## src/rtl/sound_pkg.sv

```systemverilog
// Shared audio-path types and LFSR constants for the PWM output stage.
package sound_pkg;

    localparam int unsigned SAMPLE_W = 8;

    typedef logic [SAMPLE_W-1:0] sample_t;

    // Fibonacci taps 8,6,5,4 expressed as a mask over bits [7:0]
    localparam sample_t LFSR_TAPS = 8'hB8;
    localparam sample_t LFSR_SEED = 8'hA5;

    function automatic sample_t lfsr_next(input sample_t s);
        return {s[SAMPLE_W-2:0], ^(s & LFSR_TAPS)};
    endfunction

endpackage

```

## src/rtl/sample_fifo.sv

```systemverilog
// Circular-buffer sample FIFO; pushes are dropped when full, pops when empty.
module sample_fifo
    import sound_pkg::*;
#(
    parameter int unsigned W     = SAMPLE_W,
    parameter int unsigned DEPTH = 4
) (
    input  logic                   clk,
    input  logic                   rst_n,
    input  logic                   push,
    input  logic [W-1:0]           wr_data,
    input  logic                   pop,
    output logic [W-1:0]           rd_data_c,
    output logic                   full_c,
    output logic                   empty_c,
    output logic [$clog2(DEPTH):0] level
);

    localparam int unsigned AW = $clog2(DEPTH);
    localparam int unsigned LW = AW + 1;

    logic [W-1:0]  mem [DEPTH];
    logic [AW-1:0] wr_ptr;
    logic [AW-1:0] rd_ptr;
    logic [LW-1:0] level_q;
    logic          do_push;
    logic          do_pop;

    assign full_c    = (level_q == LW'(DEPTH));
    assign empty_c   = (level_q == '0);
    assign do_push   = push && !full_c;
    assign do_pop    = pop && !empty_c;
    assign rd_data_c = mem[rd_ptr];
    assign level     = level_q;

    // Storage needs no reset: occupancy alone decides what is valid
    always_ff @(posedge clk) begin
        if (do_push) begin
            mem[wr_ptr] <= wr_data;
        end
    end

    always_ff @(posedge clk or negedge rst_n) begin
        if (!rst_n) begin
            wr_ptr  <= '0;
            rd_ptr  <= '0;
            level_q <= '0;
        end else begin
            if (do_push) begin
                wr_ptr <= wr_ptr + AW'(1);
            end
            if (do_pop) begin
                rd_ptr <= rd_ptr + AW'(1);
            end
            unique case ({do_push, do_pop})
                2'b10:   level_q <= level_q + LW'(1);
                2'b01:   level_q <= level_q - LW'(1);
                default: level_q <= level_q;
            endcase
        end
    end

endmodule

```

## src/rtl/pwm_audio_out.sv

```systemverilog
// PWM audio output stage: buffers samples and emits one duty-cycle period per sample.
// Optional dither on the popped sample is enabled by defining PWM_AUDIO_DITHER_EN.
module pwm_audio_out
    import sound_pkg::*;
#(
    parameter int unsigned WIDTH      = SAMPLE_W,
    parameter int unsigned FIFO_DEPTH = 4,
    parameter int unsigned PRESCALE   = 1
) (
    input  logic                        clk,
    input  logic                        rst_n,
    input  logic [WIDTH-1:0]            sample_in,
    input  logic                        sample_valid,
    output logic                        sample_ready,
    output logic                        pwm_out,
    output logic                        underrun,
    output logic [$clog2(FIFO_DEPTH):0] fifo_level
);

    localparam int unsigned PS_W = (PRESCALE > 1) ? $clog2(PRESCALE) : 1;

    logic [PS_W-1:0]  presc_q;
    logic [WIDTH-1:0] pwm_q;
    logic [WIDTH-1:0] duty_q;
    logic [WIDTH-1:0] duty_pop;
    logic [WIDTH-1:0] head;
    logic             tick;
    logic             boundary;
    logic             fifo_full;
    logic             fifo_empty;

    assign tick         = (presc_q == PS_W'(PRESCALE - 1));
    assign boundary     = tick && (pwm_q == '1);
    assign underrun     = boundary && fifo_empty;
    assign sample_ready = !fifo_full;

    sample_fifo #(
        .W     (WIDTH),
        .DEPTH (FIFO_DEPTH)
    ) u_fifo (
        .clk       (clk),
        .rst_n     (rst_n),
        .push      (sample_valid),
        .wr_data   (sample_in),
        .pop       (boundary),
        .rd_data_c (head),
        .full_c    (fifo_full),
        .empty_c   (fifo_empty),
        .level     (fifo_level)
    );

`ifdef PWM_AUDIO_DITHER_EN
    localparam int unsigned SUM_W = WIDTH + 1;

    sample_t          lfsr_q;
    logic [SUM_W-1:0] dith_sum;

    // LFSR steps once per period, whether or not a sample was available
    always_ff @(posedge clk or negedge rst_n) begin
        if (!rst_n) begin
            lfsr_q <= LFSR_SEED;
        end else if (boundary) begin
            lfsr_q <= lfsr_next(lfsr_q);
        end
    end

    assign dith_sum = {1'b0, head} + SUM_W'(lfsr_q[0]);
    assign duty_pop = dith_sum[WIDTH] ? '1 : dith_sum[WIDTH-1:0];
`else
    assign duty_pop = head;
`endif

    // Prescaler, period counter, duty latch and registered compare
    always_ff @(posedge clk or negedge rst_n) begin
        if (!rst_n) begin
            presc_q <= '0;
            pwm_q   <= '0;
            duty_q  <= '0;
            pwm_out <= 1'b0;
        end else begin
            presc_q <= tick ? '0 : presc_q + PS_W'(1);
            if (tick) begin
                pwm_q <= pwm_q + WIDTH'(1);
            end
            if (boundary && !fifo_empty) begin
                duty_q <= duty_pop;
            end
            pwm_out <= (pwm_q < duty_q);
        end
    end

endmodule

```

## config.mk

```make
export PLATFORM = sky130hd
export DESIGN_NAME = pwm_audio_out
export DESIGN_NICKNAME = d
export VERILOG_FILES = /design/src/rtl/sound_pkg.sv /design/src/rtl/sample_fifo.sv /design/src/rtl/pwm_audio_out.sv
export SDC_FILE = /design/constraint.sdc
export NUM_CORES = 1
export LEC_CHECK = 0
export CORE_AREA = 2 2 71 73
export CTS_BUF_LIST = sky130_fd_sc_hd__clkbuf_8
export CTS_CLUSTER_SIZE = 14
export DETAILED_ROUTE_END_ITERATION = 10
export DIE_AREA = 0 0 73 75
export GPL_TIMING_DRIVEN = 1
export PLACE_DENSITY = 0.73
export SETUP_SLACK_MARGIN = 0.2
export SLEW_MARGIN = 5
export SYNTH_ARGS = -nofsm -noshare
export SYNTH_HDL_FRONTEND = slang
export SYNTH_HIERARCHICAL = 1
export SYNTH_SLANG_ARGS = --single-unit
```

## constraint.sdc

```tcl
create_clock -name clk -period 2.6 [get_ports clk]
set_input_delay 0.52 -clock clk [delete_from_list [all_inputs] [get_ports clk]]
set_output_delay 0.52 -clock clk [all_outputs]
set_load 0.02 [all_outputs]
```

# ---- Yosys cells after proc, flatten, opt, wreduce, memory -nomap -nowiden
# Memories as Yosys holds them, arrays and structs flattened. A register that Yosys moved wholly into a read port is not among the register bits.
# Index checks and enable logic that the tools add are counted.
dict set report totals {
  word_cells 32
  inputBits 11
  ramBits 32
  ff_bits 17
  memories 1
}
# memory depth width rd rd_clocked_by_memory_dff wr line
set mem_list {}
lappend mem_list {u_fifo.mem 4 8 1 1 1 sample_fifo.sv:22} ;# logic [W-1:0] mem [DEPTH];
dict set report classes {
  bitwise_logic 1
  eq_ne 4
  n_addsub 6
  reduce_logical 9
  n_mux 4
  order_cmp 1
}
# op count
set ops {}
lappend ops {{8-bit by 1-bit adder with 8-bit output, second input constant} 1}
lappend ops {{8-bit == test, second input constant} 1}
lappend ops {{8-bit < comparator} 1}
lappend ops {{3-bit one-hot mux with 2 select lines} 1}
lappend ops {{2-bit by 1-bit adder with 2-bit output, second input constant} 2}
lappend ops {{1-bit logical AND} 4}
lappend ops {{3-bit by 1-bit adder with 3-bit output, second input constant} 1}
lappend ops {{3-bit == test, second input constant} 1}
lappend ops {{1-bit logical NOT} 3}
lappend ops {{3-bit logical NOT} 1}
lappend ops {{1-bit two-way mux} 3}
lappend ops {{3-bit by 1-bit subtractor with 3-bit output, second input constant} 1}
lappend ops {{2-bit by 1-bit == test with 1-bit output, second input constant} 1}
lappend ops {{2-bit == test, second input constant} 1}
lappend ops {{2-bit nonzero test} 1}
lappend ops {{1-bit adder, second input constant} 1}
lappend ops {{1-bit inverter} 1}

# ---- Longest topological paths before layout
dict set report depth {
  word_depth 5
  ltp_mapped 9
  mapped_depth_nobuf 9
}

# ---- By module
# The synthesis kept the hierarchy.
# mod cells_each instances seq_area_each_um2 area_per_inst_um2
set modules_own_cells {}
lappend modules_own_cells {sample_fifo 79 1 1136.1 1592.8}
lappend modules_own_cells {pwm_audio_out 72 1 425.4 889.6}

# ---- Worst setup path before layout
# No wires, ideal clock.
dict set report synth_path {
  kind {flip-flop to flip-flop}
  startpoint {register pwm_q[2]}
  endpoint {register u_fifo.level_q[2] (netlist: u_fifo/level[2])}
  setup_slack_ns 0.535
  setup_time_ns 0.080
  arrival_time_ns 1.985
  t_required_ns 2.520
  path_stages_with_launch 10
  path_buffers 0
  cell_sequence {dfrtp_1 -> and4_4 -> and4_2 -> o31a_2 -> ha_1 -> inv_1 -> fa_1 -> xor2_1 -> nor2_1 -> xor2_1}
}
dict set report synth_via {
  elab_chain_cells 5
}
# item line
set synth_rtl {}
lappend synth_rtl {{start, declared} pwm_audio_out.sv:23} ;# logic [WIDTH-1:0] pwm_q;
lappend synth_rtl {{start signal, assigned} pwm_audio_out.sv:83} ;# pwm_q <= pwm_q + WIDTH'(1);
lappend synth_rtl {{8-bit == test *} pwm_audio_out.sv:33} ;# assign boundary = tick && (pwm_q == '1);
lappend synth_rtl {{1-bit logical AND *} pwm_audio_out.sv:33}
lappend synth_rtl {{named net boundary} pwm_audio_out.sv:28} ;# logic boundary;
lappend synth_rtl {{1-bit logical AND *} sample_fifo.sv:32} ;# assign do_pop = pop && !empty_c;
lappend synth_rtl {{named net u_fifo.do_pop} sample_fifo.sv:27} ;# logic do_pop;
lappend synth_rtl {{2-bit by 1-bit == test with 1-bit output or 2-bit == test (tied branches)} sample_fifo.sv:55} ;# unique case ({do_push, do_pop})
lappend synth_rtl {{3-bit one-hot mux with 2 select lines or 2-bit nonzero test (tied branches)} -}
lappend synth_rtl {{end signal, assigned} sample_fifo.sv:56} ;# 2'b10: level_q <= level_q + LW'(1);
lappend synth_rtl {{end signal, assigned} sample_fifo.sv:57} ;# 2'b01: level_q <= level_q - LW'(1);
lappend synth_rtl {{end signal, assigned} sample_fifo.sv:58} ;# default: level_q <= level_q;
lappend synth_rtl {{end, declared} sample_fifo.sv:25} ;# logic [LW-1:0] level_q;
# Mark *: on every way through the listed nets, which the timed path passes. The rest lies on a longest branch.
# A chain may end at the register's enable or synchronous reset.

# ---- Final worst setup path
dict set report layout_path {
  startpoint {register pwm_q[0]}
  endpoint {register u_fifo.level_q[2] (netlist: u_fifo/level[2])}
}
# Same word-level chain as after synthesis.

==> impl_metrics.yaml <==
global_routing:
  gr-total-overflow: 0
  grt_pass1_wl_um: 6327
  grt_pass1_vias: 1301
  grt_start_max_net_pins: 25
  grt_usage_pct: 16.10
  antenna_found_initial: 0
hold_path:
  hold_end: "duty_q[5]"
  holdCritStartpoint: "duty_q[5]"
  hold_depth: 1
  hold_class: "flip-flop to flip-flop"
placement:
  place_inst: 219
  globalplace.congestion: 0.7423
  post_dp_cell_area_mm2: 0.002689
  io_buffers: 16
  dp_hpwl_um: 2693
setup_path:
  end_kind: "flip-flop"
  rr_worst_depth: 9
  crit_slowest_cell: "dfrtp_1"
  start_kind: "flip-flop"
  reg2reg_setup_slack_ns: 0.38
  rr_endpoint: "u_fifo/level[2]"
  critPathLaunch: "pwm_q[0]"
  crit_arrival_ns: 2.46
  required_ns: 2.84
  critPathKind: "flip-flop to flip-flop"
  worst-path-buf-inv: 1
  max_stage_delay_ns: 0.46
  crit_family: "adder cells"
  cp_common_cell: "xor2_1"
  r2r_start: "pwm_q[0]"
  crit_chain: "ha_2, and4_2, o31a_2, ha_1, inv_1, fa_1, xor2_1, nor2_1, xor2_1"
  path_max_fanout: 6
route:
  wl_met1_um: 1703
  first_pass_iters: 4
  wl_um: 3711
  wl_met3_um: 104
  routed.top_layer: "met4"
  vias_per_cell: 5.395
  drt_iter0_markers: 35
  dr_wl_met2_um: 1826
  route.detailed.drc: 0
  wl_per_cell_um: 16.28
  antenna_left: 0
  vias: 1230
final_layout:
  num_antenna_cells: 0
  stdcell_count: 228
  drive_gt1_share_pct: 23.56
  final_nets: 198
  final_core_util_pct: 59.81
  layout_common_cells: "edfxtp_1, dfrtp_1, inv_1, clkdlybuf4s50_1, ha_1"
  final_common_cell: "edfxtp_1"
  area_delta_synth_final_pct: 12.30
  design_area_mm2: 0.002788
logic_synthesis:
  synthTopCellsByArea: "edfxtp_1, dfrtp_1, mux4_2"
  synth_seq_area_share_pct: 62.90
  synth_area_mm2: 0.002482
  synth_top_cell_area_share_pct: 38.71
  synth.ff_latch_count: 56
  yosysTopAreaCell: "edfxtp_1"
  syn_inst: 151
  avgSynthCellArea_um2: 16.44
  synth_fp_nets: 176
  yosysUniqueCellTypes: 30
  yosys_warnings: 6
sta:
  setup_viol: 0
  max_freq_mhz: 450.8
  finalCritPeriodShare_pct: 85.31
  tightest_slew_ns: 0.5944
  skew_ns: 0.005878
  period_needed_ns: 2.218
  drv_slew: 0
  maxSlewHeadroom_pct: 60.37
  holdWs_ns: 0.5230
  rsz0062_at_grt: "false"
  hold_viol: 0
  tns_ns: 0
floorplan:
  row_count: 25
  start_util_pct: 53.26
  ios: 17
  fp.dieW_um: 73
  core_area_mm2: 0.004661
  dieArea_mm2: 0.005475
  die_h_um: 75
clock_network:
  htreeDepth: 2
  numCtsBuffers: 5
  cts_tree: "done"
  clock_latency_ns: 0.31
  cts.path.max_buffers: 2
  cts.clk_slew.worst_paths_ns: 0.09
  cts_hold_buf: 0
  cts_root_buf: "clkbuf_8"
  cts.sinks: 56
power:
  switchingPower_mw: 0.5656
  powerDensity_mw_per_mm2: 732.0
  p_sw_share_pct: 27.72
  combPwrFrac_pct: 20.2
  pwr-share-seq_pct: 57.4
  internal-power_mw: 1.475
  pwr-share-clk_pct: 22.5
  irDropWorstVdd_mv: 0.5082
  leakagePower_nw: 1.092
status:
  outcome: "finished, final reports clean"
run:
  max_cap_violations: 0
flip-flops by register name, indices dropped and copies added, names as in the netlist:
name and flops:
u_fifo/mem 32, duty_q 8, pwm_q 8, u_fifo/level 3, u_fifo/rd_ptr 2, u_fifo/wr_ptr 2
pwm_out 1
metal layers:
layer,global-route usage [%],up-vias
met4,6.584,0
met5,0,-
li1,-,583
met1,21.37,620
met3,4.418,7
met2,25.43,20
worst reg2reg max path, delay by kind of cell (launching register included):
| family | cells | cell delay, ns |
|---|---|---|
| compound gates | 1 | 0.18 |
| simple gates | 2 | 0.34 |
| flops | 1 | 0.46 |
| xor+xnor | 2 | 0.30 |
| buf+inv | 1 | 0.06 |
| fa+ha+maj | 3 | 0.82 |
final cells by class:
cell class / count / area [um^2]
fillers: 361 / 1873
flip-flops and latches: 56 / 1564
multi-input cells: 77 / 838.3
repair buffers: 18 / 173.9
clock buffers: 5 / 68.82
well taps: 54 / 67.56
inverters: 15 / 56.30
clock inverters: 3 / 18.77
through the flow:
stage,worst slack (ns),total power [mW]
after floorplan,0.5351,1.441
after global placement,0.4231,1.580
after detailed placement,0.3429,1.611
after CTS,0.3866,2.067
after global routing,0.2184,2.162
final,0.3819,2.041
power by group through the flow:
stage | sequential, mW | clock, mW | combinational (mW)
2_1_floorplan | 1.20 | 0 | 0.238
3_3_place_gp | 1.18 | 0 | 0.398
3_5_place_dp | 1.19 | 0 | 0.417
4_1_cts | 1.17 | 0.472 | 0.420
5_1_grt | 1.19 | 0.511 | 0.461
6_report | 1.17 | 0.458 | 0.411
repair_timing:
action | in CTS | in global routing
setup buffers | 1 | 0
resized for setup | 4 | 0
setup endpoints to repair | 1 | 0
synthesized netlist by cell type (all sizes together):
cell type / count
nor3b: 1
edfxtp: 32
o31a: 1
and4: 3
dfrtp: 24
fa: 1
nor2b: 3
o211ai: 1
nor2: 2
nor3: 1
and3: 1
o21ai: 1
xor2: 4
mux2: 9
nand2: 4
ha: 13
clkbuf: 1
nand3: 5
a21oi: 4
nand4: 1
buf: 2
inv: 15
and2: 5
xnor2: 8
mux2i: 1
mux4: 8
how the worst max path moves through the flow:
stage,end,slack (ns),cells past startpoint
final,u_fifo/level[2],0.38,9
after global routing,u_fifo/level[2],0.22,9
after CTS,u_fifo/level[2],0.39,9
after global placement,u_fifo/level[2],0.42,9
after floorplan,u_fifo/level[2],0.54,9
after detailed placement,u_fifo/level[2],0.34,9
kinds of logic after synthesis:
family                   share of synthesized area, %
AND/OR/NAND/NOR                                 7.258
multiplexers                                    13.10
buffers and inverters                           3.427
adder cells (fa/ha/maj)                         7.359
AO/OA/AOI/OAI                                   1.714
flip-flops                                      62.90
XOR/XNOR                                        4.234
No activity file was read; power rests on OpenSTA's default activity.
